## config.mk

```make
export PLATFORM = sky130hd
export DESIGN_NAME = fwd_scoreboard_flat
export DESIGN_NICKNAME = d
export VERILOG_FILES = /design/src/rtl/fwd_scoreboard_if.sv /design/src/rtl/fwd_scoreboard.sv /design/src/flat_wrapper.sv
export SDC_FILE = /design/constraint.sdc
export NUM_CORES = 1
export LEC_CHECK = 0
export BUFFER_PORTS_ARGS = -buffer_cell sky130_fd_sc_hd__buf_2
export CORE_MARGIN = 2
export CORE_UTILIZATION = 45
export DETAILED_ROUTE_END_ITERATION = 8
export MAX_ROUTING_LAYER = met4
export PLACE_DENSITY = 0.74
export SYNTH_ARGS = -nofsm -noshare
export SYNTH_HDL_FRONTEND = slang
export SYNTH_SLANG_ARGS = --single-unit
export TNS_END_PERCENT = 50
```

## constraint.sdc

```tcl
create_clock -name clk -period 1.95 [get_ports clk]
set_input_delay 0.195 -clock clk [delete_from_list [all_inputs] [get_ports clk]]
set_output_delay 0.195 -clock clk [all_outputs]
set_load 0.02 [all_outputs]
```

## src/rtl/fwd_scoreboard_if.sv

```systemverilog
// Issue/bypass bundle between the ID stage and the forwarding scoreboard.
// The master side is the ID stage; the slave side is the scoreboard.
interface fwd_scoreboard_if #(
  parameter int AW      = 4,
  parameter int DEPTH   = 3,
  parameter int NUM_SRC = 2
) ();
  localparam int SELW = (DEPTH > 1) ? $clog2(DEPTH) : 1;
  localparam int CW   = $clog2(DEPTH + 1);

  logic                    stall;
  logic                    flush;
  logic                    issue_valid;
  logic                    issue_wr_en;
  logic [AW-1:0]           issue_rd;
  logic                    issue_is_load;
  logic [NUM_SRC*AW-1:0]   src_addr;
  logic [NUM_SRC-1:0]      src_used;
  logic                    load_use_stall;
  logic [NUM_SRC*SELW-1:0] fwd_sel;
  logic [CW-1:0]           pending_cnt;

  modport master (
    output stall, flush, issue_valid, issue_wr_en, issue_rd, issue_is_load,
           src_addr, src_used,
    input  load_use_stall, fwd_sel, pending_cnt
  );

  modport slave (
    input  stall, flush, issue_valid, issue_wr_en, issue_rd, issue_is_load,
           src_addr, src_used,
    output load_use_stall, fwd_sel, pending_cnt
  );
endinterface

```

## src/rtl/fwd_scoreboard.sv

```systemverilog
// Forwarding and load-use hazard unit: tracks in-flight writers through EX..WB
// and produces registered per-operand bypass selects for the instruction in EX.
module fwd_scoreboard #(
  parameter int AW       = 4,
  parameter int DEPTH    = 3,
  parameter int NUM_SRC  = 2,
  parameter bit ZERO_REG = 1'b1
) (
  input logic             clk,
  input logic             rst,
  fwd_scoreboard_if.slave bus
);
  localparam int SELW = (DEPTH > 1) ? $clog2(DEPTH) : 1;
  localparam int CW   = $clog2(DEPTH + 1);

  typedef struct packed {
    logic          v;
    logic [AW-1:0] rd;
    logic          ld;
  } entry_t;

  entry_t [DEPTH-1:0]                e_q;
  logic   [NUM_SRC-1:0][DEPTH-1:0]   match;
  logic   [NUM_SRC-1:0][SELW-1:0]    sel_d;
  logic   [NUM_SRC-1:0][SELW-1:0]    sel_q;
  logic   [CW-1:0]                   cnt_d;
  logic   [CW-1:0]                   cnt_q;
  logic                              lu_hit;
  logic                              lus;
  logic                              accept;
  entry_t                            e0_d;

  // NOTE: every variable written here gets a default first, so no path can
  // leave one unassigned and infer a latch.
  always_comb begin
    match  = '0;
    lu_hit = 1'b0;
    for (int k = 0; k < NUM_SRC; k++) begin
      for (int i = 0; i < DEPTH; i++) begin
        match[k][i] = bus.src_used[k] & e_q[i].v
                    & (e_q[i].rd == bus.src_addr[k*AW +: AW])
                    & !(ZERO_REG && (bus.src_addr[k*AW +: AW] == '0));
      end
      lu_hit = lu_hit | (match[k][0] & e_q[0].ld);
    end
  end

  assign lus    = bus.issue_valid & ~bus.flush & lu_hit;
  assign accept = bus.issue_valid & ~bus.flush & ~lus;

  // Walk from the oldest usable stage down so the youngest producer wins.
  // The last stage is skipped because the register file writes through.
  always_comb begin
    sel_d = '0;
    for (int k = 0; k < NUM_SRC; k++) begin
      for (int i = DEPTH - 2; i >= 0; i--) begin
        if (match[k][i]) sel_d[k] = SELW'(i + 1);
      end
    end
  end

  always_comb begin
    e0_d.v  = accept & bus.issue_wr_en & !(ZERO_REG && (bus.issue_rd == '0));
    e0_d.rd = bus.issue_rd;
    e0_d.ld = bus.issue_is_load;
    cnt_d   = CW'(e0_d.v);
    for (int i = 0; i < DEPTH - 1; i++) begin
      cnt_d = cnt_d + CW'(e_q[i].v);
    end
  end

  // NOTE: sequential state uses non-blocking assignments so every register
  // samples pre-edge values, matching the real pipeline registers.
  // NOTE: the entry array is small tracking state and is reset so no stale
  // valid bit can forward garbage after a mid-run reset.
  always_ff @(posedge clk or posedge rst) begin
    if (rst) begin
      e_q   <= '0;
      sel_q <= '0;
      cnt_q <= '0;
    end else if (!bus.stall) begin
      e_q   <= {e_q[DEPTH-2:0], e0_d};
      sel_q <= accept ? sel_d : '0;
      cnt_q <= cnt_d;
    end
  end

  assign bus.load_use_stall = lus;
  assign bus.fwd_sel        = sel_q;
  assign bus.pending_cnt    = cnt_q;
endmodule

```

## src/flat_wrapper.sv

```systemverilog
// flat-port wrapper written by rule: the top's interface ports become plain ports
module fwd_scoreboard_flat 
#(
  parameter int AW       = 4,
  parameter int DEPTH    = 3,
  parameter int NUM_SRC  = 2,
  parameter bit ZERO_REG = 1'b1
)
  (clk, rst, bus_stall, bus_flush, bus_issue_valid, bus_issue_wr_en, bus_issue_rd, bus_issue_is_load, bus_src_addr, bus_src_used, bus_load_use_stall, bus_fwd_sel, bus_pending_cnt);
  fwd_scoreboard_if #(.AW(AW), .DEPTH(DEPTH), .NUM_SRC(NUM_SRC)) bus_i ();
  input logic clk;
  input logic rst;
  input wire logic [$bits(bus_i.stall)-1:0] bus_stall;
  input wire logic [$bits(bus_i.flush)-1:0] bus_flush;
  input wire logic [$bits(bus_i.issue_valid)-1:0] bus_issue_valid;
  input wire logic [$bits(bus_i.issue_wr_en)-1:0] bus_issue_wr_en;
  input wire logic [$bits(bus_i.issue_rd)-1:0] bus_issue_rd;
  input wire logic [$bits(bus_i.issue_is_load)-1:0] bus_issue_is_load;
  input wire logic [$bits(bus_i.src_addr)-1:0] bus_src_addr;
  input wire logic [$bits(bus_i.src_used)-1:0] bus_src_used;
  output wire logic [$bits(bus_i.load_use_stall)-1:0] bus_load_use_stall;
  output wire logic [$bits(bus_i.fwd_sel)-1:0] bus_fwd_sel;
  output wire logic [$bits(bus_i.pending_cnt)-1:0] bus_pending_cnt;
  assign bus_i.stall = bus_stall;
  assign bus_i.flush = bus_flush;
  assign bus_i.issue_valid = bus_issue_valid;
  assign bus_i.issue_wr_en = bus_issue_wr_en;
  assign bus_i.issue_rd = bus_issue_rd;
  assign bus_i.issue_is_load = bus_issue_is_load;
  assign bus_i.src_addr = bus_src_addr;
  assign bus_i.src_used = bus_src_used;
  assign bus_load_use_stall = bus_i.load_use_stall;
  assign bus_fwd_sel = bus_i.fwd_sel;
  assign bus_pending_cnt = bus_i.pending_cnt;
  fwd_scoreboard #(.AW(AW), .DEPTH(DEPTH), .NUM_SRC(NUM_SRC), .ZERO_REG(ZERO_REG)) u_core (.clk(clk), .rst(rst), .bus(bus_i));
endmodule
```

; Word level (Yosys, flattened, before mapping)
; Cells that the tools add are included.
; Widths: inputs -> output; s select.
[word_totals]
register_bits = 17
latchBits = 0
mem_bits_rw = 0
romBits = 0
inputBits = 21
out_inout_bits = 7
word_cells = 47
mem_count = 0
[op_classes]
addsub = 2
mul = 0
div_mod_pow = 0
n_lt_le_gt_ge = 0
eq_ne = 4
shift = 0
muxes = 5
bitwise = 22
n_reduce_logical = 6
[ops]
columns = operator, count
row1 = $and 1x1->1, 19
row2 = $eq 4x4->1, 4
row3 = $logic_not 4->1, 3
row4 = $mux 2, 4
row5 = $mux 4, 1
row6 = $logic_not 1->1, 3
row7 = $add 1x1->2, 1
row8 = $add 2x1->2, 1
row9 = $not 1->1, 2
row10 = $or 1x1->1, 1

; Depth between registers and ports, before layout
; Gate-level depths: netlist (run 1).
[depth]
ltp_word = 12
ltp_mapped = 7
mapped_depth_nobuf = 7

; Worst setup path after synthesis (run 1)
; No wires, ideal clock.
[synth_path]
path_kind = reg-to-reg
start = register u_core.e_q[3] (netlist bit)
end = register u_core.cnt_q[0] (netlist: u_core.bus.pending_cnt[0])
setup_ns = 0.125
arrival_ns = 1.916
required_ns = 1.825
setup_slack_ns = -0.091
stages_incl_launch_ff = 8
n_path_buf = 0
synth_period_minus_slack_ns = 2.041
cell_sequence = dfrtp_1 xnor2_1 nand3_1 nor3_2 o21ai_2 and3b_1 fa_1 mux2_2
[synth_rtl]
columns = item, line
row1 = from (decl), fwd_scoreboard.sv:22  ; entry_t [DEPTH-1:0] e_q;
row2 = from (signal assigned), fwd_scoreboard.sv:82  ; e_q <= {e_q[DEPTH-2:0], e0_d};
row3 = to (signal assigned), fwd_scoreboard.sv:84  ; cnt_q <= cnt_d;
row4 = to (decl), fwd_scoreboard.sv:27  ; logic [CW-1:0] cnt_q;

==> run summary, run 1 <==
* primary input to flop — path category of the worst min-delay check
* 6 — first-iteration detailed-routing DRC count
* 20 — largest net degree at the start of global routing
* 23.9% — proportion of power drawn by combinational gates
* 0.229 mW — net load switching power
* 14.8 µm — wire length per cell
* flop — category of the worst setup path launch point
* XOR/XNOR gates — largest family of logic cells by synthesized area
* 28 — top-level I/O count
* 48.0% — Starting Density
* 0.00708 ns — Setup Skew
* 0 — Ys Warns
* 0 — post-route ant nets
* 0 — maxcap violations
* 45.2% — portion of synthesized cell area occupied by the leading cell type
* 107% — Period Utilization, post-route
* 0 — number of buffers and inverters on the critical path
* sky130_fd_sc_hd__dfrtp_1 (17), sky130_fd_sc_hd__xnor2_1 (16), sky130_fd_sc_hd__mux2_2 (12) — synth cell count leaders
* 14.9% — synthesized-area fraction occupied by xor and xnor cells
* 0 — initial antenna violation count
* sky130_fd_sc_hd__clkbuf_4 — Root Driver
* 49.7 µm — die height
* 11.6% — area fraction in and, or, nand and nor cells after synthesis
* 480 MHz — Fmax
* 0 — remaining global-route overflow
* 2.12 ns — required time at the worst-slack endpoint
* 63.3% — final core utilization
* flop — Critical Path End Type
* 20 — number of unique standard cell types used by synthesis
* 2 — Cells on Worst Hold Path
* 17 — flop and latch count out of synthesis
* 32.0% — area growth from synthesis to layout
* 2 — CTS Buffer Depth
* 2.26 ns — arrival time at the worst endpoint
* 27 — count of input and output buffers
* sky130_fd_sc_hd__dfrtp_1 (45%), sky130_fd_sc_hd__xnor2_1 (15%), sky130_fd_sc_hd__mux2_2 (14%) — synth top area cells
* 17 — sinks on the clock net
* 1560 µm — half-perimeter wire length after placement
* 28.7% — share of total power consumed by net switching
* 52.6% — layout cells sized above 1
* 100 — Synth Net Count
* 3 — maximum fanout along the worst path
* 12.1 µm² — mean instance size in the synthesized netlist
* sky130_fd_sc_hd__dfrtp_1 — most frequent cell after synthesis
* 0.44 ns — largest stage delay on the critical path
* 14.4% — mux share of post-synthesis cell area
* 0 — n_diodes
* 1 — maximum level of the CTS H-tree
* simple AND/OR/NAND/NOR gates — Largest delay share family, worst path
* 78 — Synth Instances
* 0.569 mW — Pint
* 0.647 ns — Least-Margin Pin Slew
* 0.00247 mm² — die outline area
* finished with violations — run status
* 3 — number of buffers added by the clock tree synthesis step
* 45.2% — share of synthesized area occupied by flip-flops and latches
* 769 — vias in the first global route
* 0.00196 mm² — floorplan core area
* 0.560 nW — leakage dissipation
* 7 — Worst Reg-to-Reg Cells
* 49.7 µm — Die Span X
* 5.26 — drt via density
* 0.00124 mm² — final design area excluding fillers
* 16 — cell row count
* 2.13% — adder and majority cell fraction of the synthesized area
* 2 — final setup vio count
* -0.135 ns — worst-case setup margin in the final layout
* 373 µV — maximum ir drop on the vdd rail
* 0 — max-slew violation total from the final report
* negative setup slack — violated checks
* 941 µm² — summed instance area of the synthesized netlist
* 642 mW/mm² — Cell Pwr Density
* flop to flop — worst setup path category
* 10.4% — fraction of the mapped netlist area in compound gates
* 100% — share of synthesized registers carrying an async set or reset
* sky130_fd_sc_hd__dfrtp_1 — cell type contributing the most total cell area after synthesis
* yes — clock tree from TritonCTS
* 2.09 ns — Min Clock Period, post-route
* true — setup repair after global routing missed its margin
* 0.28 ns — source-to-sink clock delay at the later pin of the worst-skew pair
* 3350 µm — global-route wire length before repair
* 139 — number of nets at the end of the flow
* 4 — Detailed Routing Iterations Pass 1
* 0 — drc violations
* 0.10 ns — Worst-path clk slew
* 0 — Fin. Hold Viols
* xnor2_1 > nand3_1 > nor3_2 > o21ai_2 > and3b_1 > fa_1 > mux2_4 — cells traversed along the worst timing path
* 18.8% — GRT Resource Usage Total
* -0.184 ns — accumulated negative setup slack
* sky130_fd_sc_hd__dfrtp_1 — standard cell with the maximum stage delay on the critical path
* 23.2% — Clk network pwr share
* 7 — Critical Path Stages
* 0.781 — Final Wtd Congestion
* 0.00115 mm² — cell area after placement
* 56.9% — Max-Slew Margin vs Limit
* 0 — number of enable-type register cells in the synthesized netlist
* 2120 µm — total wirelength of the detailed-routed design
* 752 — Via Count
* 52.9% — register share of total power
* sky130_fd_sc_hd__dfrtp_1 — Most used DFF post-synth
[routing by layer]
metal | global-route usage (%) | up-vias | share of wire [%] | wire length [µm]
met5 | - | - | 0 | 0
met4 | 8.80 | 0 | 1.3 | 27
met3 | 2.73 | 2 | 3.2 | 67
met2 | 32.7 | 19 | 55 | 1160
met1 | 21.1 | 368 | 41 | 865
li1 | - | 363 | - | -
[state kept, by name, indices dropped and copies added (netlist names)]
signal,count
u_core.bus.fwd_sel,4
u_core.bus.pending_cnt,2
u_core.e_q,11
[cell type report]
| type | count | area, µm² |
|---|---|---|
| Clock buffer | 4 | 26.3 |
| Fill cell | 166 | 719 |
| Inverter | 1 | 3.75 |
| Multi-Input combinational cell | 58 | 539 |
| Sequential cell | 17 | 428 |
| Tap cell | 27 | 33.8 |
| Timing Repair Buffer | 36 | 211 |
[per-stage QoR]
stage / hold slack, ns / std cells / power, mW / setup WS [ns]
6_report: 0.156 / 143 / 0.798 / -0.135
5_1_grt: 0.143 / 143 / 0.844 / -0.222
4_1_cts: 0.145 / 141 / 0.789 / -0.122
3_5_place_dp: 0.317 / 136 / 0.603 / -0.0793
3_3_place_gp: 0.307 / 136 / 0.593 / -0.0455
2_1_floorplan: 0.121 / 78 / 0.536 / 0.0156
[placed cells by master (no fill, tap or decap), types with 3 or more instances in the layout]
master and count:
sky130_fd_sc_hd__a22o_1 4, sky130_fd_sc_hd__buf_4 8, sky130_fd_sc_hd__xnor2_1 14, sky130_fd_sc_hd__mux2_2 11, sky130_fd_sc_hd__nand2_1 5, sky130_fd_sc_hd__clkbuf_4 3
sky130_fd_sc_hd__buf_2 26, sky130_fd_sc_hd__dfrtp_1 15, sky130_fd_sc_hd__nor2_1 3
[power groups by stage]
| stage | Combinational [mW] | Clock [mW] | Sequential [mW] |
|---|---|---|---|
| 5_1_grt | 0.206 | 0.212 | 0.426 |
| 2_1_floorplan | 0.112 | 0 | 0.424 |
| 6_report | 0.191 | 0.185 | 0.422 |
| 3_5_place_dp | 0.177 | 0 | 0.426 |
| 3_3_place_gp | 0.168 | 0 | 0.425 |
| 4_1_cts | 0.179 | 0.191 | 0.419 |
[logic make-up (layout without fill, tap and decap cells)]
family / count (synthesis) / after routing
AO/OA/AOI/OAI: 9 / 9
XOR/XNOR: 16 / 16
adder cells (fa/ha/maj): 1 / 1
multiplexers: 12 / 12
AND/OR/NAND/NOR: 20 / 20
flip-flops: 17 / 17
buffers and inverters: 3 / 41
[what timing repair did]
item / in CTS / in global routing
gates resized for setup: 2 / 8
setup endpoints to repair: 3 / 3
buffers inserted: 0 / 2
hold buffers: 1 / 0
pin swaps: 0 / 4
endpoints found under the hold margin: 8 / 0
[worst reg2reg max path, stage by stage (launching register included)]
cell and delay, ns:
sky130_fd_sc_hd__dfrtp_1 0.44, sky130_fd_sc_hd__xnor2_1 0.20, sky130_fd_sc_hd__nand3_1 0.14, sky130_fd_sc_hd__nor3_2 0.22, sky130_fd_sc_hd__o21ai_2 0.09, sky130_fd_sc_hd__and3b_1 0.18, sky130_fd_sc_hd__fa_1 0.43, sky130_fd_sc_hd__mux2_4 0.27
[worst paths after layout]
| path | start | end | slack [ns] |
|---|---|---|---|
| worst min register to register | u_core.bus.fwd_sel[0]$_DFFE_PP0N_ | u_core.bus.fwd_sel[0]$_DFFE_PP0N_ | 0.51 |
| min in group asynchronous | rst | u_core.e_q[2]$_DFFE_PP0N_ | 0.53 |
| max in group asynchronous | rst | u_core.e_q[1]$_DFFE_PP0N_ | 0.97 |
| worst max-delay path | u_core.e_q[4]$_DFFE_PP0N_ | u_core.bus.pending_cnt[0]$_DFFE_PP0N_ | -0.14 |
| worst max register to register | u_core.e_q[4]$_DFFE_PP0N_ | u_core.bus.pending_cnt[0]$_DFFE_PP0N_ | -0.14 |
| worst min-delay path | bus_issue_rd[2] | u_core.e_q[3]$_DFFE_PP0N_ | 0.16 |
Note: power is estimated with default switching activity, not from simulation.
==> inputs of run 2 (changes only) <==
PLACE_DENSITY = 0.84   (was 0.74)
==> run summary, run 2 (synthesis results as in run 1) <==
* 17 — Fin. Hold Viols, +17
* 101% — Period Utilization, post-route, -5.4 points
* xnor2_1 > nand2_1 > nor3_2 > o21ai_2 > and3b_1 > fa_2 > mux2_4 — cells traversed along the worst timing path
* 48.0% — Starting Density, unchanged
* 49.7 µm — Die Span X, unchanged
* 3 — number of buffers added by the clock tree synthesis step, unchanged
* 49.7 µm — die height, unchanged
* 0.785 mW — Total Power Consumption, -1.6%
* 23.2% — proportion of power drawn by combinational gates, -0.7 points
* 49.6% — layout cells sized above 1, -3.0 points
* 4 — Detailed Routing Iterations Pass 1, unchanged
* 0.00196 mm² — floorplan core area, unchanged
* -0.0290 ns — accumulated negative setup slack, +0.155 ns
* -0.0332 ns — worst hold slack after final layout, -0.189 ns
* 0 — remaining global-route overflow, unchanged
* 0.859 — Final Wtd Congestion, +9.9%
* 138 — number of cells after detailed placement, +1.5%
* 138 — number of nets at the end of the flow, -0.72%
* u_core.e_q[2]$_DFFE_PP0N_ — worst reg2reg startpoint
* primary input to async pin — path category of the worst min-delay check
* 1.98 ns — Min Clock Period, post-route, -0.106 ns
* flop — category of the worst setup path launch point
* 425 µm² — sequential standard cell area, -0.58%
* sky130_fd_sc_hd__clkbuf_4 — Root Driver
* 0 — initial antenna violation count, unchanged
* 0.564 mW — Pint, -0.88%
* sky130_fd_sc_hd__buf_2 (26), sky130_fd_sc_hd__dfrtp_1 (17), sky130_fd_sc_hd__xnor2_1 (16), sky130_fd_sc_hd__mux2_2 (11), sky130_fd_sc_hd__buf_4 (8) — highest-count cells in the layout ignoring fill and taps
* 0.00116 mm² — cell area after placement, +1.3%
* true — setup repair after global routing missed its margin
* 0.29 ns — source-to-sink clock delay at the later pin of the worst-skew pair, about the same
* 5.30 — drt via density, +0.70%
* u_core.e_q[2]$_DFFE_PP0N_ — crit path launch
* 0 — post-route ant nets, unchanged
* 2.14 ns — required time at the worst-slack endpoint, +0.02 ns
* 3 — maximum fanout along the worst path, unchanged
* 0 — max-slew violation total from the final report, unchanged
* negative hold slack, negative setup slack — violated checks
* 17 — sinks on the clock net, unchanged
* 651 mW/mm² — Cell Pwr Density, +1.3%
* 2.16 ns — arrival time at the worst endpoint, -0.10 ns
* 53.2% — register share of total power, +0.3 points
* 505 MHz — Fmax, +5.4%
* 0 — n_diodes, unchanged
* 11 — flip-flop count of the largest register, all copies and words added, unchanged
* 0.535 nW — leakage dissipation, -4.4%
* 17.4% — GRT Resource Usage Total, -1.4 points
* 0.631 ns — Least-Margin Pin Slew, -0.0152 ns
* 16 — cell row count, unchanged
* 0 — maxcap violations, unchanged
* 375 µV — maximum ir drop on the vdd rail, +0.55%
* 28 — top-level I/O count, unchanged
* 1 — maximum level of the CTS H-tree, unchanged
* 28.1% — share of total power consumed by net switching, -0.55 points
* 0 — number of buffers and inverters on the critical path, unchanged
* 0 — number of buffers inserted to repair setup after CTS, unchanged
* 20 — largest net degree at the start of global routing, unchanged
* u_core.e_q — register with the most flip-flops
* sky130_fd_sc_hd__dfrtp_1 — standard cell with the maximum stage delay on the critical path
* 2 — CTS Buffer Depth, unchanged
* 752 — Via Count, unchanged
* 0.0108 ns — Setup Skew, +0.00370 ns
* sky130_fd_sc_hd__buf_2 — most common library cell in the layout ignoring fill and taps
* 0 — drc violations, unchanged
* flop — Critical Path End Type
* 5 — first-iteration detailed-routing DRC count, -1
* finished with violations — run status
* 1 — final setup vio count, -1
* 23.6% — Clk network pwr share, +0.4 points
* 0.00247 mm² — die outline area, unchanged
* 788 — vias in the first global route, +2.5%
* simple AND/OR/NAND/NOR gates — Largest delay share family, worst path
* 515 µm² — combined area of the multi-input logic cells, -4.4%
* 57.9% — Max-Slew Margin vs Limit, +1.0 points
* 165 — fill cell total of the finished layout, -0.60%
* 0.10 ns — Worst-path clk slew, about the same
* 0 — Post-CTS Hold Buffers, -1
* -0.0290 ns — worst-case setup margin in the final layout, +0.106 ns
* 142 — post-layout instance count excluding filler cells, -0.70%
* flop to flop — worst setup path category
* 28.2% — area growth from synthesis to layout
* 13.3 µm — wire length per cell, -10%
* 0.221 mW — net load switching power, -3.5%
* 3310 µm — global-route wire length before repair, -1.4%
* yes — clock tree from TritonCTS
* 0.42 ns — largest stage delay on the critical path, -0.02 ns
* 27 — count of input and output buffers, unchanged
* 1890 µm — total wirelength of the detailed-routed design, -11%
* 0.00121 mm² — final design area excluding fillers, -2.9%
==> run 2: layer usage <==
layer / GRT usage (%) / part of all wire, %
met1: 21.1 / 43
met2: 30.0 / 52
met3: 1.21 / 3.9
met4: 6.94 / 1.5
met5: - / 0
==> run 2: worst reg2reg max path, stage by stage (launching register included) <==
cell and delay, ns:
sky130_fd_sc_hd__dfrtp_1 0.42, sky130_fd_sc_hd__xnor2_1 0.17, sky130_fd_sc_hd__nand2_1 0.11, sky130_fd_sc_hd__nor3_2 0.24, sky130_fd_sc_hd__o21ai_2 0.09, sky130_fd_sc_hd__and3b_1 0.18
sky130_fd_sc_hd__fa_2 0.41, sky130_fd_sc_hd__mux2_4 0.27
==> run 2: final timing paths <==
path | endpoint | slack (ns) | cells after the start
max in group asynchronous | u_core.e_q[7]$_DFFE_PP0N_ | 1.57 | 2
max reg2reg | u_core.bus.pending_cnt[0]$_DFFE_PP0N_ | -0.03 | 7
min reg2reg | u_core.bus.fwd_sel[1]$_DFFE_PP0N_ | 0.51 | 1
max | u_core.bus.pending_cnt[0]$_DFFE_PP0N_ | -0.03 | 7
min in group clk | u_core.e_q[0]$_DFFE_PP0N_ | 0.15 | 2
min | u_core.e_q[11]$_DFFE_PP0N_ | -0.03 | 2
==> run 2: area by class of cell <==
type / count / share of cell area [%]
Sequential cell: 17 / 35.3
Tap cell: 27 / 2.80
Clock buffer: 4 / 2.18
Timing Repair Buffer: 35 / 16.7
Inverter: 1 / 0.311
Multi-Input combinational cell: 58 / 42.7
==> run 2: per-stage QoR <==
| step | setup slack (ns) | util, % | hold slack (ns) |
|---|---|---|---|
| after floorplan | 0.0156 | - | 0.121 |
| after global placement | -0.0105 | 59.3 | 0.296 |
| after detailed placement | -0.0780 | 59.3 | 0.315 |
| after CTS | -0.0738 | 60.7 | 0.0000598 |
| after global routing | -0.124 | 61.5 | 0.0298 |
| final | -0.0290 | 61.5 | -0.0332 |
==> run 2: power by group through the flow <==
| stage | Clock (mW) | Combinational [mW] | Sequential (mW) |
|---|---|---|---|
| final | 0.185 | 0.182 | 0.418 |
| after global routing | 0.203 | 0.197 | 0.423 |
| after CTS | 0.192 | 0.183 | 0.417 |
| after detailed placement | 0 | 0.182 | 0.423 |
| after global placement | 0 | 0.173 | 0.422 |
| after floorplan | 0 | 0.112 | 0.424 |
==> run 2: timing repair <==
| item | in CTS | in global routing |
|---|---|---|
| pin swaps | 1 | 1 |
| gates resized for setup | 0 | 5 |
| setup endpoints to repair | 2 | 3 |
